## src/rtl/fifo_sm_lvl_if.sv

```systemverilog
// Handshake bundle for fifo_sm_lvl: slave write port, master read port, status.
interface fifo_sm_lvl_if #(
  parameter int DATA_WIDTH  = 8,
  parameter int DEPTH_WIDTH = 5
);
  logic                   flush;
  logic                   wreq;
  logic [DATA_WIDTH-1:0]  wdata;
  logic                   wack;
  logic                   rready;
  logic [DATA_WIDTH-1:0]  rdata;
  logic                   rack;
  logic [DEPTH_WIDTH:0]   level;
  logic                   almost_full;
  logic                   almost_empty;
  logic                   underflow;

  // FIFO side
  modport slave (
    input  flush, wreq, wdata, rack,
    output wack, rready, rdata, level, almost_full, almost_empty, underflow
  );

  // producer/consumer side
  modport master (
    output flush, wreq, wdata, rack,
    input  wack, rready, rdata, level, almost_full, almost_empty, underflow
  );
endinterface

```

## src/rtl/fifo_sm_lvl.sv

```systemverilog
// Synchronous FIFO with level, watermark flags, flush and sticky underflow.
// Flags are derived from next-cycle pointers so every status output is a flop.
module fifo_sm_lvl #(
  parameter int DATA_WIDTH  = 8,
  parameter int DEPTH_WIDTH = 5,
  parameter int AF_TH       = 2**DEPTH_WIDTH - 2,
  parameter int AE_TH       = 1
) (
  input logic           clk,
  input logic           rst,
  fifo_sm_lvl_if.slave  bus
);
  localparam int DEPTH = 2**DEPTH_WIDTH;
  localparam int PW    = DEPTH_WIDTH + 1;

  (* rw_addr_collision = "no" *) logic [DATA_WIDTH-1:0] mem [DEPTH];

  logic [PW-1:0] w_ptr, r_ptr, next_w, next_r, next_level;
  logic [PW-1:0] level;
  logic          full, rready, af, ae, uf;
  logic          wr, rd, next_empty, next_full;

  assign wr = bus.wreq & ~full & ~bus.flush;
  assign rd = bus.rack & rready & ~bus.flush;

  always_comb begin
    next_w = w_ptr + PW'(wr);
    next_r = r_ptr + PW'(rd);
    if (bus.flush) begin
      next_w = '0;
      next_r = '0;
    end
  end

  assign next_level = next_w - next_r;
  assign next_empty = (next_w == next_r);
  // same address, opposite wrap segment
  assign next_full  = (next_w[DEPTH_WIDTH-1:0] == next_r[DEPTH_WIDTH-1:0]) &&
                      (next_w[DEPTH_WIDTH] != next_r[DEPTH_WIDTH]);

  always_ff @(posedge clk) begin
    if (rst) begin
      w_ptr  <= '0;
      r_ptr  <= '0;
      rready <= 1'b0;
      full   <= 1'b0;
      level  <= '0;
      af     <= (AF_TH == 0);
      ae     <= 1'b1;
      uf     <= 1'b0;
    end else begin
      w_ptr  <= next_w;
      r_ptr  <= next_r;
      rready <= ~next_empty;
      full   <= next_full;
      level  <= next_level;
      af     <= (next_level >= PW'(AF_TH));
      ae     <= (next_level <= PW'(AE_TH));
      uf     <= uf | (bus.rack & ~rready);
    end
  end

  // Storage is not reset; a write racing a reset is dropped.
  always_ff @(posedge clk) begin
    if (wr && !rst) mem[w_ptr[DEPTH_WIDTH-1:0]] <= bus.wdata;
  end

  assign bus.wack         = wr;
  assign bus.rready       = rready;
  assign bus.rdata        = mem[r_ptr[DEPTH_WIDTH-1:0]];
  assign bus.level        = level;
  assign bus.almost_full  = af;
  assign bus.almost_empty = ae;
  assign bus.underflow    = uf;
endmodule
```

## src/flat_wrapper.sv

```systemverilog
// flat-port wrapper written by rule: the top's interface ports become plain ports
module fifo_sm_lvl_flat 
#(
  parameter int DATA_WIDTH  = 8,
  parameter int DEPTH_WIDTH = 5,
  parameter int AF_TH       = 2**DEPTH_WIDTH - 2,
  parameter int AE_TH       = 1
)
  (clk, rst, bus_flush, bus_wreq, bus_wdata, bus_rack, bus_wack, bus_rready, bus_rdata, bus_level, bus_almost_full, bus_almost_empty, bus_underflow);
  fifo_sm_lvl_if #(.DATA_WIDTH(DATA_WIDTH), .DEPTH_WIDTH(DEPTH_WIDTH)) bus_i ();
  input logic clk;
  input logic rst;
  input wire logic [$bits(bus_i.flush)-1:0] bus_flush;
  input wire logic [$bits(bus_i.wreq)-1:0] bus_wreq;
  input wire logic [$bits(bus_i.wdata)-1:0] bus_wdata;
  input wire logic [$bits(bus_i.rack)-1:0] bus_rack;
  output wire logic [$bits(bus_i.wack)-1:0] bus_wack;
  output wire logic [$bits(bus_i.rready)-1:0] bus_rready;
  output wire logic [$bits(bus_i.rdata)-1:0] bus_rdata;
  output wire logic [$bits(bus_i.level)-1:0] bus_level;
  output wire logic [$bits(bus_i.almost_full)-1:0] bus_almost_full;
  output wire logic [$bits(bus_i.almost_empty)-1:0] bus_almost_empty;
  output wire logic [$bits(bus_i.underflow)-1:0] bus_underflow;
  assign bus_i.flush = bus_flush;
  assign bus_i.wreq = bus_wreq;
  assign bus_i.wdata = bus_wdata;
  assign bus_i.rack = bus_rack;
  assign bus_wack = bus_i.wack;
  assign bus_rready = bus_i.rready;
  assign bus_rdata = bus_i.rdata;
  assign bus_level = bus_i.level;
  assign bus_almost_full = bus_i.almost_full;
  assign bus_almost_empty = bus_i.almost_empty;
  assign bus_underflow = bus_i.underflow;
  fifo_sm_lvl #(.DATA_WIDTH(DATA_WIDTH), .DEPTH_WIDTH(DEPTH_WIDTH), .AF_TH(AF_TH), .AE_TH(AE_TH)) u_core (.clk(clk), .rst(rst), .bus(bus_i));
endmodule
```

## config.mk

```make
export PLATFORM = sky130hd
export DESIGN_NAME = fifo_sm_lvl_flat
export DESIGN_NICKNAME = d
export VERILOG_FILES = /design/src/rtl/fifo_sm_lvl_if.sv /design/src/rtl/fifo_sm_lvl.sv /design/src/flat_wrapper.sv
export SDC_FILE = /design/constraint.sdc
export NUM_CORES = 1
export LEC_CHECK = 0
export BUFFER_PORTS_ARGS = -buffer_cell sky130_fd_sc_hd__buf_2
export CORE_ASPECT_RATIO = 0.8
export CORE_MARGIN = 3
export CORE_UTILIZATION = 30
export CTS_CLUSTER_SIZE = 16
export DETAILED_ROUTE_END_ITERATION = 8
export GPL_ROUTABILITY_DRIVEN = 0
export PLACE_DENSITY = 0.48
export SETUP_SLACK_MARGIN = 0.5
export SLEW_MARGIN = 20
export SYNTH_ARGS = -nofsm -noshare
export SYNTH_HDL_FRONTEND = slang
export SYNTH_SLANG_ARGS = --single-unit
```

## constraint.sdc

```tcl
create_clock -name clk -period 4.16 [get_ports clk]
set_input_delay 0.624 -clock clk [delete_from_list [all_inputs] [get_ports clk]]
set_output_delay 0.624 -clock clk [all_outputs]
set_load 0.01 [all_outputs]
```

==> flow_metrics.env <==
export IMPL_run_status="complete, no violations"
export IMPL_die_x_um=220
export IMPL_post_synth_inst_count=539
export IMPL_grt_antenna_before_repair=2
export IMPL_comb_power_share_pct=1.8
export IMPL_clkSinkCount=279
export IMPL_period_share_pct=85.0
export IMPL_clock_root_buffer="clkbuf_16"
export IMPL_synthFlopType="edfxtp_1"
export IMPL_clockPowerShare_pct=43.9
export IMPL_grt_pass1_vias=5329
export IMPL_cpMostUsedCell="mux4_2"
export IMPL_diodes=0
export IMPL_timing_final_crit_period_ns=3.54
export IMPL_cp_data_arrival_time_ns=2.91
export IMPL_count_of_port_buffers_added_during_placement=31
export IMPL_count_of_flip_flops_with_a_built_in_enable_after_synthesis=256
export IMPL_design_portCount=32
export IMPL_htree_levels=1
export IMPL_async_flop_share_pct=0
export IMPL_wl_per_cell_um=22.5
export IMPL_synth_warn=0
export IMPL_starting_density_of_the_core_pct=30.5
export IMPL_synth_fp_nets=563
export IMPL_postCtsHoldBufs=0
export IMPL_timing_setup_tns_ns=0
export IMPL_path_clk_slew_ns=0.06
export IMPL_tritoncts_clock_tree="yes"
export IMPL_seqPwrFrac_pct=54.3
export IMPL_p_switching_w=0.00114
export IMPL_final_net_count=609
export IMPL_hold_path_class="input port to flip-flop"
export IMPL_rsz0062_at_grt="false"
export IMPL_clkLatencyLatePin_ns=0.57
export IMPL_power_switching_share_pct=20.1
export IMPL_worst_path_largest_cell_delay_ns=0.60
export IMPL_via_per_inst=4.81
export IMPL_cts_repair_timing_setup_buffer_count=1
export IMPL_drt_iter0_markers=499
export IMPL_tritoncts_num_buffers=28
export IMPL_final_layout_size_suffix_gt1_share_pct=29.4
export IMPL_slowest_stage="dfxtp_4"
export IMPL_layout_stage_area_growth_over_the_synthesis_result_pct=15.2
export IMPL_intPower_w=0.00451
export IMPL_antenna_violating_nets_post_route=0
export IMPL_cts_repair_resize_count=0
export IMPL_worst_endpoint_required_ns=3.54
export IMPL_placement_rows=62
export IMPL_detail_route_drc_violations=0
export IMPL_dp_hpwl_um=15600
export IMPL_synth_yosys_seq_area_share_pct=74.0
export IMPL_timing_fmax_mhz=283
export IMPL_mean_instance_size_in_the_synthesized_netlist_um2=20.4
export IMPL_cap_violations=0
export IMPL_finish_utilization_pct=35.2
export IMPL_grt_remaining_overflow=0
export IMPL_vias=5223
export IMPL_ys_ff_latch=279
export IMPL_power_density_nw_per_um2=445
export IMPL_cts_buffer_depth=3
export IMPL_worst_setup_path_start_kind="flip-flop"
export IMPL_kind_of_capture_point_of_the_worst_setup_path="output port"
export IMPL_finalHoldViolCount=0
export IMPL_fp_dieH_um=177
export IMPL_finalHoldWorstSlack_ns=0.336
export IMPL_netlist_cell_type_count=36
export IMPL_worst_slew_pin_transition_ns=0.937
export IMPL_area_of_the_mapped_netlist_um2=11000
export IMPL_max_vdd_ir_drop_uv=224
export IMPL_worst_slew_margin_pct=37.3
export IMPL_drt_total_wl_um=24500
export IMPL_crit_path_max_fanout=14
export IMPL_setup_viol=0
export IMPL_report_final_slew_viol_count=0
export IMPL_first_pass_grt_wire_length_um=36400
export IMPL_die_area_um2=39100
export IMPL_critPathKind="flip-flop to output port"
export IMPL_final_setup_skew_ns=0.0382
export IMPL_p_leak_nw=3.89
export IMPL_timing_critical_path_cells="buf_12, mux4_2, mux4_2, mux2_2, buf_2"
export IMPL_core_area_um2=36100
export IMPL_grt_total_usage_pct=12.8
export IMPL_grt_max_degree=35
export IMPL_drt_first_pass_iters=5
-- layer usage --
layer  vias up  global-route usage (%)  share of wire (%)
li1       2276                       -                  -
met2       165                    17.9                 42
met1      2750                    20.1                 49
met4         0                    2.25                1.6
met5         -                       0                  0
met3        32                    3.59                8.1
-- stage by stage --
step	instances	setup WS [ns]	area [µm²]	power (W)
3_5_place_dp	1034	0.887	11800	0.00323
6_report	1086	0.624	12700	0.00564
5_1_grt	1086	0.516	12700	0.00584
2_1_floorplan	539	0.979	11000	0.00316
4_1_cts	1086	0.544	12700	0.00571
3_3_place_gp	1034	0.936	11800	0.00322
-- critical path: cells and delay by family, from the launching register on --
kind | cells | cell delay [ns]
buf+inv | 2 | 0.37
mux | 3 | 1.38
flops | 1 | 0.60
-- state kept, by name, summed over array words and instances, names as in the netlist --
name / flops
u_core.bus.almost_empty: 1
u_core.bus.almost_full: 1
u_core.bus.level: 6
u_core.bus.rready: 1
u_core.bus.underflow: 1
u_core.full: 1
u_core.mem: 256
u_core.r_ptr: 6
u_core.w_ptr: 6
-- layout make-up --
type | count | area (µm²)
well taps | 480 | 601
inverters | 4 | 15.0
clock inverters | 19 | 180
multi-input cells | 228 | 2700
flip-flops and latches | 279 | 8150
clock buffers | 32 | 716
fillers | 3320 | 23400
repair buffers | 44 | 323
-- synth_stat cells, drive strengths merged, types with 2 or more instances --
| cell | number | area (µm²) |
|---|---|---|
| nand2b | 8 | 50.1 |
| nand2 | 11 | 41.3 |
| o21a | 2 | 15.0 |
| inv | 4 | 15.0 |
| ha | 10 | 125 |
| nor2 | 55 | 206 |
| or3 | 2 | 12.5 |
| xnor2 | 4 | 35.0 |
| or2 | 3 | 18.8 |
| xor2 | 6 | 52.6 |
| buf | 16 | 108 |
| a21o | 3 | 22.5 |
| o21ai | 2 | 10.0 |
| edfxtp | 256 | 7690 |
| nand3 | 8 | 40.0 |
| nor2b | 6 | 37.5 |
| mux4 | 80 | 1800 |
| mux2 | 8 | 90.1 |
| clkbuf | 12 | 45.0 |
| a21oi | 6 | 30.0 |
| nor3 | 4 | 20.0 |
| dfxtp | 23 | 460 |
-- logic make-up (layout without fill, tap and decap cells) --
family	after synthesis	count (layout)	synth area share, %
buffers and inverters	32	99	1.52
flip-flops	279	279	74.0
adder cells (fa/ha/maj)	11	11	1.32
AO/OA/AOI/OAI	18	18	1.07
AND/OR/NAND/NOR	101	101	4.15
XOR/XNOR	10	10	0.795
multiplexers	88	88	17.2
-- power groups by stage --
stage | combinational (W) | clock [W] | sequential (W)
after floorplan | 0.0000346 | 0 | 0.00313
after global placement | 0.0000976 | 0 | 0.00313
after detailed placement | 0.000102 | 0 | 0.00313
after CTS | 0.000103 | 0.00254 | 0.00307
after global routing | 0.000111 | 0.00267 | 0.00306
final | 0.000101 | 0.00248 | 0.00307
-- cells in the final DEF (no fill, tap or decap), types with 2 or more instances in the layout --
| cell type | count |
|---|---|
| a21o_1 | 3 |
| a21oi_1 | 6 |
| buf_12 | 4 |
| buf_2 | 31 |
| buf_4 | 8 |
| bufinv_16 | 3 |
| clkbuf_1 | 4 |
| clkbuf_16 | 28 |
| clkinv_1 | 5 |
| clkinv_2 | 8 |
| clkinvlp_4 | 2 |
| dfxtp_1 | 21 |
| edfxtp_1 | 256 |
| ha_1 | 10 |
| inv_1 | 4 |
| mux2_2 | 8 |
| mux4_2 | 80 |
| nand2_1 | 11 |
| nand2b_1 | 8 |
| nand3_1 | 8 |
| nor2_1 | 55 |
| nor2b_1 | 6 |
| nor3_1 | 4 |
| o21a_1 | 2 |
| o21ai_0 | 2 |
| or2_2 | 2 |
| or3_1 | 2 |
| xnor2_1 | 4 |
| xor2_1 | 6 |
-- worst paths after layout --
check	startpoint	end	slack (ns)	depth (start not counted)
setup / recovery	u_core.r_ptr[0]$_SDFF_PP0_	bus_rdata[6]	0.62	5
hold / removal	bus_rack	u_core.bus.underflow$_SDFF_PP0_	0.34	3
setup reg to reg	u_core.r_ptr[0]$_SDFF_PP0_	u_core.bus.almost_empty$_SDFF_PP1_	1.22	12
hold reg to reg	u_core.bus.underflow$_SDFF_PP0_	u_core.bus.underflow$_SDFF_PP0_	0.47	2
Note: power is estimated with default switching activity, not from simulation.
